$ cat src/rtl/bank_response_latency_statistics_if.sv
// Request/response handshake seen by one bank's latency monitor.
interface bank_response_latency_statistics_if #(
    parameter int unsigned ID_WIDTH = 32
);
    logic                req_fire;
    logic [ID_WIDTH-1:0] req_id;
    logic                resp_fire;
    logic [ID_WIDTH-1:0] resp_id;

    modport master (output req_fire, req_id, resp_fire, resp_id);
    modport slave  (input  req_fire, req_id, resp_fire, resp_id);
endinterface

$ cat src/rtl/bank_response_latency_statistics.sv
// Per-bank request->response latency monitor: tracks in-flight IDs, accumulates
// count/sum/min/max plus a latency histogram, read back through a registered select port.
module bank_response_latency_statistics #(
    parameter int unsigned RANK            = 0,
    parameter int unsigned BANK            = 0,
    parameter int unsigned ID_WIDTH        = 32,
    parameter int unsigned MAX_OUTSTANDING = 16,
    parameter int unsigned HIST_BINS       = 16,
    parameter int unsigned BIN_SHIFT       = 2,
    localparam int unsigned OCW            = $clog2(MAX_OUTSTANDING + 1)
) (
    input  logic                                clk,
    input  logic                                reset,
    bank_response_latency_statistics_if.slave   bus,
    input  logic [63:0]                         globalCycle,
    input  logic                                clear,
    input  logic [7:0]                          stat_sel,
    output logic [63:0]                         stat_data,
    output logic [OCW-1:0]                      outstanding,
    output logic                                overflow,
    output logic                                orphan
);
    localparam int unsigned IDX_W = (MAX_OUTSTANDING > 1) ? $clog2(MAX_OUTSTANDING) : 1;
    localparam int unsigned BW    = $clog2(HIST_BINS);
    localparam int unsigned HLIM  = 8 + HIST_BINS;

    logic [MAX_OUTSTANDING-1:0] valid;
    logic [ID_WIDTH-1:0]        ids [MAX_OUTSTANDING];
    logic [63:0]                ts  [MAX_OUTSTANDING];

    logic [31:0] count, min_lat, max_lat, dropped, orphans;
    logic [63:0] sum;
    logic [31:0] hist [HIST_BINS];

    logic             free_found, match_found;
    logic [IDX_W-1:0] free_idx, match_idx;
    logic             alloc, drop, hit, miss;
    logic [63:0]      lat64;
    logic [31:0]      lat, shifted;
    logic [BW-1:0]    bin_idx;
    logic [64:0]      sum_ext;
    logic [63:0]      rd;

    // Both searches use the pre-edge valid vector, so a same-cycle response can
    // neither free room for nor match the same-cycle request.
    always_comb begin
        free_found  = 1'b0;
        free_idx    = '0;
        match_found = 1'b0;
        match_idx   = '0;
        for (int unsigned i = 0; i < MAX_OUTSTANDING; i++) begin
            if (!valid[i] && !free_found) begin
                free_found = 1'b1;
                free_idx   = IDX_W'(i);
            end
            if (valid[i] && ids[i] == bus.resp_id && !match_found) begin
                match_found = 1'b1;
                match_idx   = IDX_W'(i);
            end
        end
    end

    always_comb begin
        alloc   = bus.req_fire && free_found;
        drop    = bus.req_fire && !free_found;
        hit     = bus.resp_fire && match_found;
        miss    = bus.resp_fire && !match_found;
        lat64   = globalCycle - ts[match_idx];
        lat     = (|lat64[63:32]) ? '1 : lat64[31:0];
        shifted = lat >> BIN_SHIFT;
        bin_idx = (shifted >= HIST_BINS) ? BW'(HIST_BINS - 1) : BW'(shifted);
        sum_ext = {1'b0, sum} + {33'b0, lat};
    end

    always_ff @(posedge clk or negedge reset) begin
        if (!reset) begin
            valid       <= '0;
            outstanding <= '0;
        end else begin
            if (alloc) valid[free_idx] <= 1'b1;
            if (hit)   valid[match_idx] <= 1'b0;
            outstanding <= outstanding + OCW'(alloc) - OCW'(hit);
        end
    end

    always_ff @(posedge clk) begin
        if (alloc) begin
            ids[free_idx] <= bus.req_id;
            ts[free_idx]  <= globalCycle;
        end
    end

    always_ff @(posedge clk or negedge reset) begin
        if (!reset) begin
            count    <= '0;
            sum      <= '0;
            min_lat  <= '1;
            max_lat  <= '0;
            dropped  <= '0;
            orphans  <= '0;
            overflow <= 1'b0;
            orphan   <= 1'b0;
            for (int unsigned i = 0; i < HIST_BINS; i++) hist[i] <= '0;
        end else if (clear) begin
            count    <= '0;
            sum      <= '0;
            min_lat  <= '1;
            max_lat  <= '0;
            dropped  <= '0;
            orphans  <= '0;
            overflow <= 1'b0;
            orphan   <= 1'b0;
            for (int unsigned i = 0; i < HIST_BINS; i++) hist[i] <= '0;
        end else begin
            if (drop) begin
                overflow <= 1'b1;
                if (dropped != '1) dropped <= dropped + 32'd1;
            end
            if (miss) begin
                orphan <= 1'b1;
                if (orphans != '1) orphans <= orphans + 32'd1;
            end
            if (hit) begin
                if (count != '1) count <= count + 32'd1;
                sum <= sum_ext[64] ? '1 : sum_ext[63:0];
                if (lat < min_lat) min_lat <= lat;
                if (lat > max_lat) max_lat <= lat;
                if (hist[bin_idx] != '1) hist[bin_idx] <= hist[bin_idx] + 32'd1;
            end
        end
    end

    always_comb begin
        rd = '0;
        case (stat_sel)
            8'h00: rd = {32'b0, count};
            8'h01: rd = sum;
            8'h02: rd = {32'b0, min_lat};
            8'h03: rd = {32'b0, max_lat};
            8'h04: rd = {32'b0, dropped};
            8'h05: rd = {32'b0, orphans};
            8'h06: rd = 64'(outstanding);
            8'hFE: rd = 64'(RANK);
            8'hFF: rd = 64'(BANK);
            default: begin
                if (32'(stat_sel) >= 32'd8 && 32'(stat_sel) < HLIM)
                    rd = {32'b0, hist[BW'(stat_sel - 8'd8)]};
            end
        endcase
    end

    always_ff @(posedge clk or negedge reset) begin
        if (!reset) stat_data <= '0;
        else        stat_data <= rd;
    end
endmodule

$ cat src/flat_wrapper.sv
// flat-port wrapper written by rule: the top's interface ports become plain ports
module bank_response_latency_statistics_flat 
#(
    parameter int unsigned RANK            = 0,
    parameter int unsigned BANK            = 0,
    parameter int unsigned ID_WIDTH        = 32,
    parameter int unsigned MAX_OUTSTANDING = 16,
    parameter int unsigned HIST_BINS       = 16,
    parameter int unsigned BIN_SHIFT       = 2,
    localparam int unsigned OCW            = $clog2(MAX_OUTSTANDING + 1)
)
  (clk, reset, globalCycle, clear, stat_sel, stat_data, outstanding, overflow, orphan, bus_req_fire, bus_req_id, bus_resp_fire, bus_resp_id);
  bank_response_latency_statistics_if #(.ID_WIDTH(ID_WIDTH)) bus_i ();
  input  logic clk;
  input  logic reset;
  input  logic [63:0] globalCycle;
  input  logic clear;
  input  logic [7:0] stat_sel;
  output logic [63:0] stat_data;
  output logic [OCW-1:0] outstanding;
  output logic overflow;
  output logic orphan;
  input wire logic [$bits(bus_i.req_fire)-1:0] bus_req_fire;
  input wire logic [$bits(bus_i.req_id)-1:0] bus_req_id;
  input wire logic [$bits(bus_i.resp_fire)-1:0] bus_resp_fire;
  input wire logic [$bits(bus_i.resp_id)-1:0] bus_resp_id;
  assign bus_i.req_fire = bus_req_fire;
  assign bus_i.req_id = bus_req_id;
  assign bus_i.resp_fire = bus_resp_fire;
  assign bus_i.resp_id = bus_resp_id;
  bank_response_latency_statistics #(.RANK(RANK), .BANK(BANK), .ID_WIDTH(ID_WIDTH), .MAX_OUTSTANDING(MAX_OUTSTANDING), .HIST_BINS(HIST_BINS), .BIN_SHIFT(BIN_SHIFT)) u_core (.clk(clk), .reset(reset), .bus(bus_i), .globalCycle(globalCycle), .clear(clear), .stat_sel(stat_sel), .stat_data(stat_data), .outstanding(outstanding), .overflow(overflow), .orphan(orphan));
endmodule
$ cat config.mk
export PLATFORM = sky130hd
export DESIGN_NAME = bank_response_latency_statistics_flat
export DESIGN_NICKNAME = d
export VERILOG_FILES = /design/src/rtl/bank_response_latency_statistics_if.sv /design/src/rtl/bank_response_latency_statistics.sv /design/src/flat_wrapper.sv
export SDC_FILE = /design/constraint.sdc
export NUM_CORES = 2
export LEC_CHECK = 0
export ABC_AREA = 1
export CORE_AREA = 2 2 562 564
export DETAILED_ROUTE_END_ITERATION = 10
export DIE_AREA = 0 0 564 566
export SETUP_SLACK_MARGIN = 0.1
export SLEW_MARGIN = 20
export SYNTH_ARGS = -nofsm -noshare
export SYNTH_HDL_FRONTEND = slang
export SYNTH_SLANG_ARGS = --single-unit
$ cat constraint.sdc
create_clock -name clk -period 12.8 [get_ports clk]
set_input_delay 1.28 -clock clk [delete_from_list [all_inputs] [get_ports clk]]
set_output_delay 1.28 -clock clk [all_outputs]
set_load 0.01 [all_outputs]
==> results.toml <==
[power_and_ir_drop]
peakVddDrop_v = 0.000118
power_density_mw_per_mm2 = 143
leakage_nw = 52.8
finalPower_mw = 19.3

[setup_path]
timing.critical_path.mode_cell = "buf_4"
worstSetupStartpointType = "input pin"
crit_end = "u_core.sum[48]"
slowest_delay_ns = 0.45
path_buf_inv = 28
critPathLaunch = "bus_resp_id[26]"
path_class = "in2reg"
r2r_start = "u_core.valid[1]"
worstPathMaxFanout = 27
reg2reg_depth = 82
crit_family = "simple AND/OR/NAND/NOR gates"
critPathCaptureType = "register"
ff2ff_setup_slack_ns = 1.40
arrival_ns = 12.70
worstPathRequired_ns = 13.49
cp.depth = 83
cp_slowest_cell = "clkdlybuf4s50_1"
rr_endpoint = "u_core.sum[48]"

[logic_synthesis]
synth_async_sr_flop_share = 0.349
yosysTopAreaCellShare = 0.422
yosysWarnings = 0
synthTopCellsByArea = "edfxtp_1 42%, dfrtp_1 18%, nand2_1 7.7%, o22ai_1 4.0%, o21ai_0 3.6%"
ys_seq_elements = 2359
syn_area_sq_mm = 0.109
synth_top_area_cell = "edfxtp_1"
syn-num-nets = 11100
seq_area_frac_synth = 0.611
synth_edf_count = 1536
syn_inst = 10800
dominantRegCellSynth = "edfxtp_1"
netlist-cell-type-count = 73
syn_avg_cell_area_sq_um = 10.2

[sta]
tightest_slew_ns = 1.21
relSlewSlack = 0.188
finalSetupViolations = 0
hold_slack_ns = 0.417
post-route-period-util = 0.938
period_needed_ns = 12.00
final.setup.tns_ns = 0
maxSlewViolCount = 0
finClkSkew_ns = 0.0843
timing.fmax_mhz = 83.3
hold_violations = 0

[drt]
route.detailed.drc = 0
avgViaCountPerCell = 5.55
vias = 89800
wl_per_cell_microns = 25.0
routed_wl_microns = 405000
first_pass_iters = 7
drtAntennaViolNets = 0
drt_iter0_markers = 11900

[global_routing]
antenna_found_initial = 48
grt.total_usage = 0.245
grt_pass1_wl_microns = 582000
grt_pass1_vias = 84500
grt_max_degree = 155
overflow = 0

[die]
die_y_microns = 566
die-area_sq_mm = 0.319
core_sq_mm = 0.313
chipWidth_microns = 564
ios = 212
start_util = 0.349
core.rowCount = 206

[clock_tree]
insertion_delay_ns = 0.93
root_buffer = "clkbuf_16"
cts_buffer_depth = 4
cts_sinks = 2359
clkTransAtPathRegs_ns = 0.06
cts_tree = "built"
cts_buffers = 270
cts_max_level = 5

[status]
status = "finished clean"

[placement]
gp_congestion = 0.973
io_buffers = 211
hpwl_microns = 263000
dp.cells = 15700

[cells_and_area]
fin_util = 0.432
final_cell_mix = "2222 x nand2_1, 1536 x edfxtp_1, 961 x inv_1, 945 x buf_4, 791 x dfrtp_1"
syn_to_final_growth_pct = 23.8
nFillCells = 29700
drive_gt1_frac = 0.162
layout.cells.non_filler = 16200
layout_commonest_cell = "nand2_1"
nets = 12100

[flow_run]
cap_violations = 0

[worst_hold_path]
hp-class = "in2async"
==> final cells by class <==
class,instances,area (sq um),area share
flip-flops and latches,2359,66800,0.493
clock buffers,360,7520,0.0556
diodes,13,32.5,0.000240
well taps,4160,5200,0.0385
repair buffers,1364,13300,0.0980
clock inverters,106,1210,0.00891
multi-input cells,6814,37500,0.277
inverters,1021,3870,0.0286
==> synth_stat cells (all sizes together), types with 11 or more instances <==
cell type / count
inv: 1011
o211ai: 40
a21oi: 276
xor2: 142
a211oi: 24
o31ai: 15
a22o: 112
o2111a: 13
a41oi: 12
edfxtp: 1536
o221ai: 40
o22ai: 702
xnor2: 134
o22a: 12
nand3b: 14
o2111ai: 46
a31oi: 16
nand3: 191
a2bb2oi: 14
nor3: 161
a221oi: 52
a21boi: 11
clkbuf: 334
dfstp: 32
nor4: 64
nand2: 2247
nor2: 681
buf: 222
ha: 167
dfrtp: 791
o21ai: 1179
nand4: 290
o21a: 24
or2: 62
==> sequential cells by signal, indices dropped and copies added, names as in the netlist <==
name and cells:
u_core.dropped 32, u_core.min_lat 32, u_core.orphans 32, u_core.count 32
u_core.stat_data 64, u_core.overflow 1, u_core.orphan 1, u_core.ts 1024
u_core.sum 64, u_core.outstanding 5, u_core.valid 16, u_core.max_lat 32
u_core.ids 512, u_core.hist 512
==> worst register-to-register path, delay by kind of cell (launching register included) <==
family          cells  cell delay [ns]
simple gates       42             4.94
flops               1             0.46
buf+inv            21             2.77
compound gates     16             2.26
fa+ha+maj           2             0.68
xor+xnor            1             0.11
==> through the flow <==
stage               instance area [sq um]  setup slack (ns)
floorplan                          109000             0.568
global placement                   125000             -1.57
detailed placement                 125000             -1.22
CTS                                134000             0.117
global route                       135000           -0.0174
finish                             135000             0.797
==> metal layers <==
metal	up-vias	track usage	share of wire
met5	-	0	0.00030
met4	18	0.106	0.046
met3	922	0.0487	0.10
met2	4956	0.368	0.44
met1	43800	0.342	0.41
li1	40200	-	-
==> worst min-delay path by stage <==
| stage | cells past startpoint | endpoint | slack (ns) | from |
|---|---|---|---|---|
| floorplan | 1 | u_core.dropped[27] | 0.43 | u_core.dropped[27] |
| global placement | 1 | u_core.dropped[27] | 0.46 | u_core.dropped[27] |
| detailed placement | 1 | u_core.dropped[27] | 0.46 | u_core.dropped[27] |
| CTS | 1 | u_core.stat_data[57] | 0.45 | reset |
| global route | 1 | u_core.stat_data[57] | 0.50 | reset |
| finish | 1 | u_core.stat_data[33] | 0.42 | reset |
==> power breakdown <==
group	leakage (nW)	switching [mW]	internal [mW]	total [mW]
combinational	23.4	1.81	0.912	2.72
clock	4.25	3.21	4.57	7.78
sequential	25.2	0.150	8.66	8.81
total	52.8	5.17	14.1	19.3
==> timing repair <==
item,4_1_cts,5_1_grt
pin swaps,0,67
endpoints found under the hold margin,0,0
buffers inserted,0,13
hold buffers,0,0
endpoints found under the setup margin,63,68
gates resized for setup,9,256
cloned,0,4
==> cells by family (layout without fill, tap and decap cells) <==
logic type	count (synthesis)	after routing	synth area share
buffers and inverters	1577	2851	0.0583
XOR/XNOR	276	276	0.0221
AO/OA/AOI/OAI	2640	2640	0.144
AND/OR/NAND/NOR	3728	3728	0.145
other	0	13	0
flip-flops	2359	2359	0.611
adder cells (fa/ha/maj)	170	170	0.0197
Power figures use the tool's default switching activity.
